### config.mk
export PLATFORM = sky130hd
export DESIGN_NAME = rca_seq_80
export DESIGN_NICKNAME = d
export VERILOG_FILES = /design/src/rtl/rca_pkg.sv /design/src/rtl/rca_16.sv /design/src/rtl/rca_seq_80.sv
export SDC_FILE = /design/constraint.sdc
export NUM_CORES = 1
export LEC_CHECK = 0
export CAP_MARGIN = 10
export CORE_MARGIN = 2
export CORE_UTILIZATION = 42
export CTS_CLUSTER_DIAMETER = 100
export DETAILED_ROUTE_END_ITERATION = 12
export PLACE_DENSITY = 0.76
export SKIP_CTS_REPAIR_TIMING = 1
export SLEW_MARGIN = 20
export SYNTH_ARGS = -nofsm -noshare
export SYNTH_HDL_FRONTEND = slang
export SYNTH_SLANG_ARGS = --single-unit
### constraint.sdc
create_clock -name clk -period 15.9 [get_ports clk]
set_input_delay 2.385 -clock clk [delete_from_list [all_inputs] [get_ports clk]]
set_output_delay 2.385 -clock clk [all_outputs]
set_load 0.02 [all_outputs]
### src/rtl/rca_pkg.sv
// ----------------------------------------------------------------------------
// rca_pkg : shared constants, index type and FSM state encoding for rca_seq_80
// Revision: 1.0
// ----------------------------------------------------------------------------
`default_nettype none

package rca_pkg;

  localparam int RCA_W      = 80;
  localparam int RCA_SLICE  = 16;
  localparam int RCA_NSLICE = RCA_W / RCA_SLICE;
  localparam int RCA_IDXW   = (RCA_NSLICE > 1) ? $clog2(RCA_NSLICE) : 1;

  typedef logic [RCA_IDXW-1:0] idx_t;

  typedef enum logic [1:0] {
    ST_IDLE = 2'd0,
    ST_RUN  = 2'd1,
    ST_DONE = 2'd2
  } state_e;

endpackage

`default_nettype wire

### src/rtl/rca_16.sv
// ----------------------------------------------------------------------------
// rca_16 : combinational ripple-carry adder slice built from full-adder cells
// Revision: 1.0
// ----------------------------------------------------------------------------
`default_nettype none

module rca_16 #(
  parameter int WIDTH = 16
) (
  input  logic [WIDTH-1:0] A,
  input  logic [WIDTH-1:0] B,
  input  logic             Cin,
  output logic [WIDTH-1:0] S,
  output logic             Cout
);

  logic [WIDTH:0] w_c;

  assign w_c[0] = Cin;

  for (genvar i = 0; i < WIDTH; i++) begin : g_fa
    assign S[i]     = A[i] ^ B[i] ^ w_c[i];
    assign w_c[i+1] = (A[i] & B[i]) | (w_c[i] & (A[i] ^ B[i]));
  end

  assign Cout = w_c[WIDTH];

endmodule

`default_nettype wire

### src/rtl/rca_seq_80.sv
// ----------------------------------------------------------------------------
// rca_seq_80 : 80-bit adder that reuses one 16-bit ripple slice over 5 cycles
// Revision: 1.0
// ----------------------------------------------------------------------------
`default_nettype none

module rca_seq_80
  import rca_pkg::*;
#(
  parameter int W     = RCA_W,
  parameter int SLICE = RCA_SLICE
) (
  input  logic         clk,
  input  logic         rst,
  input  logic         start,
  input  logic [W-1:0] a,
  input  logic [W-1:0] b,
  input  logic         cin,
  output logic         busy,
  output logic         done,
  output logic [W-1:0] s,
  output logic         cout
);

  localparam int   NSLICE   = W / SLICE;
  localparam idx_t IDX_LAST = idx_t'(NSLICE - 1);

  state_e       state_q, state_d;
  idx_t         idx_q, idx_d;
  logic [W-1:0] a_q, a_d;
  logic [W-1:0] b_q, b_d;
  logic [W-1:0] s_q, s_d;
  logic         carry_q, carry_d;
  logic         cout_q, cout_d;
  logic         busy_q, busy_d;
  logic         done_q, done_d;

  logic [SLICE-1:0] w_slice_a;
  logic [SLICE-1:0] w_slice_b;
  logic [SLICE-1:0] w_slice_s;
  logic             w_slice_c;

  assign w_slice_a = a_q[int'(idx_q)*SLICE +: SLICE];
  assign w_slice_b = b_q[int'(idx_q)*SLICE +: SLICE];

  rca_16 #(
    .WIDTH (SLICE)
  ) u_slice (
    .A    (w_slice_a),
    .B    (w_slice_b),
    .Cin  (carry_q),
    .S    (w_slice_s),
    .Cout (w_slice_c)
  );

  always_comb begin
    state_d = state_q;
    idx_d   = idx_q;
    a_d     = a_q;
    b_d     = b_q;
    s_d     = s_q;
    carry_d = carry_q;
    cout_d  = cout_q;
    busy_d  = busy_q;
    done_d  = 1'b0;

    case (state_q)
      ST_IDLE: begin
        if (start) begin
          a_d     = a;
          b_d     = b;
          carry_d = cin;
          s_d     = '0;
          idx_d   = '0;
          busy_d  = 1'b1;
          state_d = ST_RUN;
        end
      end

      ST_RUN: begin
        s_d[int'(idx_q)*SLICE +: SLICE] = w_slice_s;
        carry_d = w_slice_c;
        // idx stops at the last slice instead of wrapping past NSLICE-1
        if (idx_q == IDX_LAST) begin
          cout_d  = w_slice_c;
          done_d  = 1'b1;
          state_d = ST_DONE;
        end else begin
          idx_d = idx_q + 1'b1;
        end
      end

      ST_DONE: begin
        busy_d  = 1'b0;
        state_d = ST_IDLE;
      end

      default: begin
        busy_d  = 1'b0;
        state_d = ST_IDLE;
      end
    endcase
  end

  always_ff @(posedge clk or posedge rst) begin
    if (rst) begin
      state_q <= ST_IDLE;
      idx_q   <= '0;
      a_q     <= '0;
      b_q     <= '0;
      s_q     <= '0;
      carry_q <= 1'b0;
      cout_q  <= 1'b0;
      busy_q  <= 1'b0;
      done_q  <= 1'b0;
    end else begin
      state_q <= state_d;
      idx_q   <= idx_d;
      a_q     <= a_d;
      b_q     <= b_d;
      s_q     <= s_d;
      carry_q <= carry_d;
      cout_q  <= cout_d;
      busy_q  <= busy_d;
      done_q  <= done_d;
    end
  end

  assign busy = busy_q;
  assign done = done_q;
  assign s    = s_q;
  assign cout = cout_q;

endmodule

`default_nettype wire

; Word level (Yosys, flattened, before mapping)
; Cells that the tools add are included.
[word_totals]
register_bits = 249
output_inout_bits = 83
rom_bits = 0
elab_cells = 124
memories = 0
latch_bits = 0
ram_bits = 0
inputBits = 164
[op_classes]
mux = 15
reduce_logical = 8
shift = 4
multipliers = 0
n_lt_le_gt_ge = 0
n_bitwise = 81
n_div = 0
n_addsub = 2
n_eq_ne = 5
[op_table]
columns = op, count
row1 = one-hot mux 80 bit (2 select lines), 1
row2 = indexed part select 80 x 8 -> 16 bit, 2
row3 = bitwise mux 80 bit, 1
row4 = two-way mux 80 bit, 1
row5 = "variable shift 16 x 33 -> 80 bit, first input constant", 1
row6 = indexed part select 16 x 33 -> 80 bit, 1
row7 = negator 7 -> 33 bit, 1
row8 = AND 1 bit, 32
row9 = XOR 1 bit, 32
row10 = OR 1 bit, 16
row11 = AND reduction 2 bit, 5
row12 = two-way mux 3 bit, 2
row13 = "inequality test 2 bit, second input constant", 3
row14 = one-hot mux 3 bit (2 select lines), 1
row15 = two-way mux 1 bit, 4
row16 = two-way mux 2 bit, 2
row17 = one-hot mux 1 bit (2 select lines), 2
row18 = one-hot mux 2 bit (2 select lines), 1
row19 = "adder 3 x 1 -> 3 bit, second input constant", 1
row20 = "== test 3 bit, second input constant", 1
row21 = AND reduction 3 bit, 1
row22 = "== test 2 x 1 -> 1 bit, second input constant", 1
row23 = zero test 2 bit, 1
row24 = nonzero test 2 bit, 1
row25 = NOT 1 bit, 1

; Logic depth before layout (Yosys ltp)
; Gate-level depths: netlist (run 1).
[depth]
depth_word = 36
ltp_mapped = 26
depth_no_buf = 24

; By module
; A second synthesis (run 1) with hierarchy kept.
[unflattened]
hier_cells = 1188
area_unflattened_um2 = 11407.2
[modules_own_cells]
columns = mod, seq_area_each_um2, n_inst, cells_per_inst, area_per_inst_um2
row1 = rca_seq_80, 6231.0, 1, 1162, 11049.3
row2 = rca_16, 0.0, 1, 26, 357.8

; Worst setup path before layout (run 1)
; OpenSTA, ideal clock, no wires.
[synth_timing]
kind = register -> register
from = register idx_q[0]
to = register s_q[79] (netlist: s[79])
arrival_ns = 7.626
stages_incl_launch_ff = 27
period_less_slack_ns = 7.761
slack_ns = 8.139
setup_ns = 0.135
path_buffers = 3
required_ns = 15.765
path_cell_list = dfrtp_1 > buf_2 > inv_1 > clkbuf_1 > clkbuf_1 > a21oi_1 > fa_1 > fa_1 > fa_1 > fa_1 > fa_1 > fa_1 > fa_1 > fa_1 > fa_1 > fa_1 > fa_1 > fa_1 > fa_1 > inv_1 > fa_1 > inv_1 > fa_1 > inv_1 > fa_1 > inv_1 > mux2i_1
[synth_between]
elab_chain_cells = 36
elab_cells_between_ends = 84
cone_classes = add/sub (1) / shift (4) / mux (2) / bitwise (77)
[synth_lines]
columns = item, line
row1 = start: declaration, rca_seq_80.sv:29  ; idx_t idx_q, idx_d;
row2 = start signal: assignment, rca_seq_80.sv:118  ; idx_q <= idx_d;
row3 = indexed part select 80 x 8 -> 16 bit (on tied branches), "rca_seq_80.sv:43, rca_seq_80.sv:44"
row4 = XOR 1 bit, "rca_16.sv:22, rca_16.sv:23"
row5 = AND 1 bit, rca_16.sv:23  ; assign w_c[i+1] = (A[i] & B[i]) | (w_c[i] & (A[i] ^ B[i]));
row6 = OR 1 bit, rca_16.sv:23
row7 = AND 1 bit, rca_16.sv:23
row8 = OR 1 bit, rca_16.sv:23
row9 = AND 1 bit, rca_16.sv:23
row10 = OR 1 bit, rca_16.sv:23
row11 = (+20 left out), --
row12 = AND 1 bit, rca_16.sv:23
row13 = OR 1 bit, rca_16.sv:23
row14 = AND 1 bit, rca_16.sv:23
row15 = OR 1 bit, rca_16.sv:23
row16 = XOR 1 bit, rca_16.sv:22  ; assign S[i] = A[i] ^ B[i] ^ w_c[i];
row17 = indexed part select 16 x 33 -> 80 bit, rca_seq_80.sv:81  ; s_d[int'(idx_q)*SLICE +: SLICE] = w_slice_s;
row18 = bitwise mux 80 bit *, rca_seq_80.sv:81
row19 = one-hot mux 80 bit (2 select lines) *, rca_seq_80.sv:67  ; case (state_q)
row20 = end signal: assignment, rca_seq_80.sv:111  ; s_q <= '0;
row21 = end signal: assignment, rca_seq_80.sv:121  ; s_q <= s_d;
row22 = end: declaration, rca_seq_80.sv:32  ; logic [W-1:0] s_q, s_d;
; Mark *: on every way between the ends. The rest lies on a longest branch, timed or not.
; A chain may end at the register's enable or synchronous reset.

; Worst setup path after layout (run 1)
[layout_timing]
from = register idx_q[1]
to = register s_q[79] (netlist: s[79])
; The elaborated chain is that of the path after synthesis.

==> impl_metrics.env, run 1 <==
export IMPL_startpoint_type="flop"
export IMPL_ant_nets=0
export IMPL_io_pins=247
export IMPL_p_comb_share_pct=48.5
export IMPL_fill_cells=2311
export IMPL_tightest_slew_ns=1.04
export IMPL_root_buffer="clkbuf_16"
export IMPL_synthAdderAreaFrac_pct=3.56
export IMPL_firstDrtPassIters=5
export IMPL_port_buffers=246
export IMPL_critical_path_depth=25
export IMPL_synth_xor_area_share_pct=0
export IMPL_fin_setup_tns_ns=0
export IMPL_synth_distinct_cells=39
export IMPL_cts_sinks=249
export IMPL_synth_compound_area_share_pct=10.2
export IMPL_vias=9093
export IMPL_synth_top_family_by_area="simple AND/OR/NAND/NOR gates"
export IMPL_grt_pass1_vias=9110
export IMPL_start_util_pct=42.6
export IMPL_rsz0062_at_grt="no"
export IMPL_hold_path_class="reg2reg"
export IMPL_multi_input_area_mm2=0.00476
export IMPL_drtIter0Drc=891
export IMPL_num_antenna_cells=0
export IMPL_p_seq_share_pct=32.9
export IMPL_seq_area_mm2=0.00623
export IMPL_grt_antenna_before_repair=0
export IMPL_cts_max_level=1
export IMPL_crit_top_cell="fa_1"
export IMPL_syn_area_mm2=0.0114
export IMPL_yosys_area_share_simple_pct=19.8
export IMPL_avgRoutedWirePerCell_um=19.4
export IMPL_die_area_mm2=0.0286
export IMPL_post_synth_top_area_fraction_pct=54.5
export IMPL_critPathKind="reg2reg"
export IMPL_timing_final_crit_period_ns=8.63
export IMPL_slew_headroom_pct=30.8
export IMPL_drv_cap=0
export IMPL_critPathRequiredTime_ns=16.28
export IMPL_numCtsBuffers=26
export IMPL_synth_area_leaders="dfrtp_1, nand2_1, mux2i_1"
export IMPL_pwr_share_clk_pct=18.5
export IMPL_place_hpwl_um=23500
export IMPL_fin_nets=1546
export IMPL_cts_buffer_depth=3
export IMPL_r2r_cells=25
export IMPL_coreArea_mm2=0.0269
export IMPL_status="completed"
export IMPL_swShare_pct=41.7
export IMPL_cts_clk_slew_worst_paths_ns=0.06
export IMPL_cts_tree="built"
export IMPL_hold_viol_final=0
export IMPL_clk_latency_ns=0.53
export IMPL_leakagePower_uw=0.00724
export IMPL_maxSlewViolCount=0
export IMPL_areaGrowthSynthToFinish_pct=30.4
export IMPL_cp_max_fo=44
export IMPL_yosys_warnings=0
export IMPL_crit_buf_inv=6
export IMPL_layout_drive_gt1_share_pct=7.84
export IMPL_cp_slowest_stage_delay_ns=0.84
export IMPL_synth_avg_cell_area_um2=9.94
export IMPL_p_sw_uw=1400
export IMPL_synthCells=1151
export IMPL_grt_start_max_net_pins=126
export IMPL_synth_top_area_cell="dfrtp_1"
export IMPL_ys_seq_area_share_pct=54.5
export IMPL_worst_hold_slack_ns=0.472
export IMPL_path_delay_family="adder cells"
export IMPL_power_internal_uw=1960
export IMPL_powerDensity_mw_per_mm2=225
export IMPL_clock_skew_ns=0.0162
export IMPL_die_h_um=169
export IMPL_hold_depth=2
export IMPL_setup_viol=0
export IMPL_fp_dieW_um=169
export IMPL_max_freq_mhz=116
export IMPL_route_detailed_drc=0
export IMPL_grt_ovfl_total=0
export IMPL_yosys_mux_area_fraction_pct=7.74
export IMPL_grt_total_usage_pct=23.2
export IMPL_rows=60
export IMPL_min_period_over_period_pct=54.3
export IMPL_critPathCaptureType="flop"
export IMPL_wl_um=33300
export IMPL_slowest_stage="inv_1"
export IMPL_vias_per_cell=5.29
export IMPL_ys_ff_latch=249
export IMPL_gp_congestion=0.937
export IMPL_grt_pass1_wl_um=51400
export IMPL_ir_worst_vdd_mv=0.121
export IMPL_syn_num_nets=1338
export IMPL_critPathArrivalTime_ns=9.01
==> power by group through the flow <==
stage | sequential (uW) | clock [uW] | combinational (uW)
6_report | 1110 | 622 | 1630
5_1_grt | 1140 | 657 | 1750
4_1_cts | 1100 | 631 | 1620
3_5_place_dp | 1110 | 0 | 1610
3_3_place_gp | 1100 | 0 | 1580
2_1_floorplan | 1140 | 0 | 950
==> cell usage in the layout, fill, tap and decap left out, types with 4 or more instances in the layout <==
cell type,netlist,final
a21oi_1,28,28
a22o_1,31,31
a22oi_1,5,5
a32o_1,28,28
a32oi_1,4,4
buf_4,7,8
clkbuf_16,0,27
clkbuf_8,0,7
clkdlybuf4s50_1,0,246
clkinv_2,0,5
dfrtp_1,249,248
fa_1,16,16
ha_1,7,7
inv_1,11,10
mux2_2,36,36
mux2i_1,48,48
nand2_1,530,530
nand2b_1,14,14
o21ai_0,6,6
o2bb2ai_1,32,32
==> stage by stage <==
step | std cells | area (um^2) | total power [uW] | utilization, % | setup slack [ns]
floorplan | 1151 | 11400 | 2090 | - | 6.67
global placement | 1671 | 14000 | 2680 | 52.1 | 7.48
detailed placement | 1671 | 14000 | 2720 | 52.1 | 7.38
CTS | 1717 | 14900 | 3350 | 55.4 | 7.33
global route | 1718 | 14900 | 3550 | 55.5 | 6.93
finish | 1718 | 14900 | 3350 | 55.5 | 7.27
==> cells by family after synthesis <==
logic type / count (synthesis)
AO/OA/AOI/OAI: 140
multiplexers: 84
AND/OR/NAND/NOR: 567
buffers and inverters: 88
flip-flops: 249
adder cells (fa/ha/maj): 23
==> cell type report <==
class | instances | area share (%)
flip-flops and latches | 249 | 41.8
multi-input cells | 814 | 31.9
repair buffers | 257 | 17.2
clock buffers | 37 | 5.25
well taps | 341 | 2.86
clock inverters | 9 | 0.671
inverters | 11 | 0.327
==> per-layer routing <==
metal	GRT usage [%]	routed length, um	share of wire (%)	vias up
met5	0	0	0	-
met4	8.21	1160	3.5	0
met3	3.60	2130	6.4	58
met2	37.0	15600	47	372
met1	32.4	14400	43	4448
li1	-	-	-	4215
==> synthesized netlist by cell type <==
master,count
a32o_1,28
o21bai_1,1
nand4_2,1
o2bb2ai_1,32
o21a_1,1
buf_1,6
mux2i_1,48
nor3_1,1
ha_1,7
inv_1,11
buf_2,23
a21oi_1,28
nand2b_1,14
fa_1,16
nand4_4,1
nor3b_1,2
or3_4,1
o21ai_0,6
mux2_2,36
a32oi_1,4
nor3b_2,1
and2_1,2
and4bb_4,1
a22oi_1,5
dfrtp_1,249
nand3_2,1
buf_4,7
a31oi_1,1
nand4b_2,1
o211ai_4,1
a41oi_4,2
a22o_1,31
nor2_1,4
nand2_1,530
or3b_1,1
clkbuf_1,29
nor2b_1,5
buf_6,12
nand3b_1,1
==> path summary, 6_finish.rpt <==
kind	startpoint	end	slack [ns]
setup / recovery	idx_q[1]	s[79]	7.27
hold / removal	b_q[51]	b_q[51]	0.47
setup reg to reg	idx_q[1]	s[79]	7.27
hold reg to reg	b_q[51]	b_q[51]	0.47
max in group asynchronous	rst	a_q[22]	11.87
min in group asynchronous	rst	b_q[20]	2.36
==> worst register-to-register path: stages (launching register included) <==
cell and delay (ns):
dfrtp_2 0.38, buf_4 0.31, inv_1 0.85, a32o_1 0.29
a21oi_1 0.06, fa_1 0.47, fa_1 0.42, fa_1 0.40
fa_1 0.40, fa_1 0.39, fa_1 0.39, fa_1 0.39
fa_1 0.39, fa_1 0.39, fa_1 0.41, fa_1 0.41
fa_1 0.40, fa_1 0.37, inv_1 0.07, fa_1 0.17
inv_1 0.05, fa_1 0.36, inv_1 0.08, fa_1 0.43
inv_1 0.13, mux2i_1 0.08
==> flip-flops by register name, summed over array words and instances (netlist names) <==
register  cells
a_q          80
done          1
idx_q         3
cout          1
b_q          80
s            80
busy          1
state_q       2
carry_q       1
Note: power is estimated with default switching activity, not from simulation.
==> run 2: changes to the inputs <==
Clock period 15.9 ns to 8.9 ns, I/O delays scaled along.
==> run 2 against run 1 <==
  * Cell count grew 0.29%
  * Die area is the same
  * Maximum frequency grew 5.6%
  * Combinational power grew 79%
  * Sequential share of layout area shrank 0.063 points
  * Flip-flop and latch count is the same
  * Hold slack gained 0.0027 ns
  * Utilization grew 0.084 points
  * Worst setup slack lost 6.5 ns
  * Clock skew grew 0.0027 ns
  * Via count shrank 0.24%
==> impl_metrics.env, run 2 (synthesis gave the netlist of run 1 again) <==
export IMPL_hold_depth=2
export IMPL_worst_r2r_endpoint="s[15]"
export IMPL_rows=60
export IMPL_drv_cap=0
export IMPL_numCtsBuffers=26
export IMPL_start_util_pct=42.6
export IMPL_hold_path_class="reg2reg"
export IMPL_worstHoldEndpoint="b_q[60]"
export IMPL_grt_total_usage_pct=23.3
export IMPL_worst_hold_slack_ns=0.475
export IMPL_post_dp_cell_area_mm2=0.0140
export IMPL_fp_dieW_um=169
export IMPL_powerDensity_mw_per_mm2=405
export IMPL_clock_skew_ns=0.0188
export IMPL_stdcell_area_mm2=0.0149
export IMPL_slew_headroom_pct=30.9
export IMPL_cp_max_fo=17
export IMPL_vias=9071
export IMPL_cts_clk_slew_worst_paths_ns=0.07
export IMPL_grt_pass1_wl_um=51900
export IMPL_r2r_cells=24
export IMPL_critPathRequiredTime_ns=9.29
export IMPL_port_buffers=246
export IMPL_io_pins=247
export IMPL_min_period_over_period_pct=91.8
export IMPL_grt_pass1_vias=9185
export IMPL_cp_cell_sequence="nor2b_2, a32o_1, a21oi_1, fa_1, fa_1, fa_1, fa_1, fa_1, fa_1, fa_1, fa_1, fa_1, fa_1, fa_1, fa_1, fa_1, inv_1, fa_1, inv_1, fa_1, inv_1, fa_1, inv_1, mux2i_1"
export IMPL_crit_top_cell="fa_1"
export IMPL_critPathCaptureType="flop"
export IMPL_final_cell_mix="nand2_1, dfrtp_1, clkdlybuf4s50_1"
export IMPL_worstHoldStart="b_q[60]"
export IMPL_grt_start_max_net_pins=126
export IMPL_route_detailed_drc=0
export IMPL_critPathKind="reg2reg"
export IMPL_cts_sinks=249
export IMPL_place_hpwl_um=23600
export IMPL_mostFrequentLayoutCell="nand2_1"
export IMPL_startpoint_type="flop"
export IMPL_finalNonFillerCells=1723
export IMPL_vias_per_cell=5.26
export IMPL_rsz0062_at_grt="no"
export IMPL_final_util_pct=55.6
export IMPL_cts_max_level=1
export IMPL_die_h_um=169
export IMPL_ir_worst_vdd_mv=0.200
export IMPL_clk_latency_ns=0.54
export IMPL_dp_cells=1675
export IMPL_critPathArrivalTime_ns=8.56
export IMPL_ant_nets=0
export IMPL_status="completed"
export IMPL_r2r_start="idx_q[0]"
export IMPL_layout_drive_gt1_share_pct=7.96
export IMPL_gp_congestion=0.934
export IMPL_grt_antenna_before_repair=0
export IMPL_maxSlewViolCount=0
export IMPL_firstDrtPassIters=5
export IMPL_grt_ovfl_total=0
export IMPL_setup_viol=0
export IMPL_coreArea_mm2=0.0269
export IMPL_cp_slowest_stage_delay_ns=0.74
export IMPL_slowest_stage="dfrtp_1"
export IMPL_wl_um=33300
export IMPL_drtIter0Drc=824
export IMPL_hold_viol_final=0
export IMPL_num_antenna_cells=0
export IMPL_max_freq_mhz=122
export IMPL_tightest_slew_ns=1.04
export IMPL_regToRegSetupSlack_ns=0.73
export IMPL_fin_nets=1549
export IMPL_root_buffer="clkbuf_16"
export IMPL_areaGrowthSynthToFinish_pct=30.5
export IMPL_avgRoutedWirePerCell_um=19.3
export IMPL_cts_buffer_depth=3
export IMPL_timing_final_crit_period_ns=8.17
export IMPL_die_area_mm2=0.0286
export IMPL_cts_tree="built"
export IMPL_leakagePower_uw=0.00726
export IMPL_fin_setup_tns_ns=0
-- run 2: cell count changes in the layout (fill, tap and decap cells not counted) --
| cell | before | now |
|---|---|---|
| clkbuf_1 | 3 | 6 |
| buf_6 | 2 | 0 |
| buf_12 | 1 | 0 |
| buf_4 | 8 | 14 |
| clkinvlp_4 | 2 | 1 |
| bufinv_16 | 2 | 3 |
| clkbuf_8 | 7 | 6 |
-- run 2: routing by layer --
layer	GRT usage, %	part of all wire [%]	vias to the layer above
met2	36.9	47	365
met4	8.18	3.7	0
met1	32.7	43	4415
met3	4.02	7.0	65
met5	0	0	-
li1	-	-	4226
-- run 2: how the worst max path moves through the flow --
stage / startpoint / to / slack (ns)
after floorplan: rst / a_q[0] / 0.72
after global placement: idx_q[2] / s[79] / 0.96
after detailed placement: idx_q[2] / s[15] / 0.80
after CTS: idx_q[2] / s[15] / 0.78
after global routing: idx_q[2] / s[15] / 0.35
final: idx_q[0] / s[15] / 0.73
-- run 2: layout make-up --
type	count	area (um^2)
Fill cell	2322	11900
Sequential cell	249	6230
Multi-Input combinational cell	814	4760
Timing Repair Buffer	260	2570
Clock buffer	39	781
Tap cell	341	427
Clock inverter	9	123
Inverter	11	48.8
-- run 2: worst max-delay path, delay by kind of cell, from the launching register on --
kind | cells | cell delay [ns]
flip-flops | 1 | 0.74
AO/OA/AOI/OAI | 2 | 0.27
adder cells (fa/ha/maj) | 16 | 6.12
buffers and inverters | 4 | 0.34
multiplexers | 1 | 0.09
AND/OR/NAND/NOR | 1 | 0.44
-- run 2: report_power, final --
group / total (uW) / leakage (uW) / switching (uW) / internal, uW
registers: 1980 / 0.00321 / 341 / 1640
logic: 2920 / 0.00360 / 1720 / 1200
clock network: 1140 / 0.000445 / 452 / 691
-- run 2: per-stage QoR --
step,setup slack (ns),power (uW)
after floorplan,0.722,3740
after global placement,0.957,4820
after detailed placement,0.802,4900
after CTS,0.779,6050
after global routing,0.351,6400
final,0.729,6040
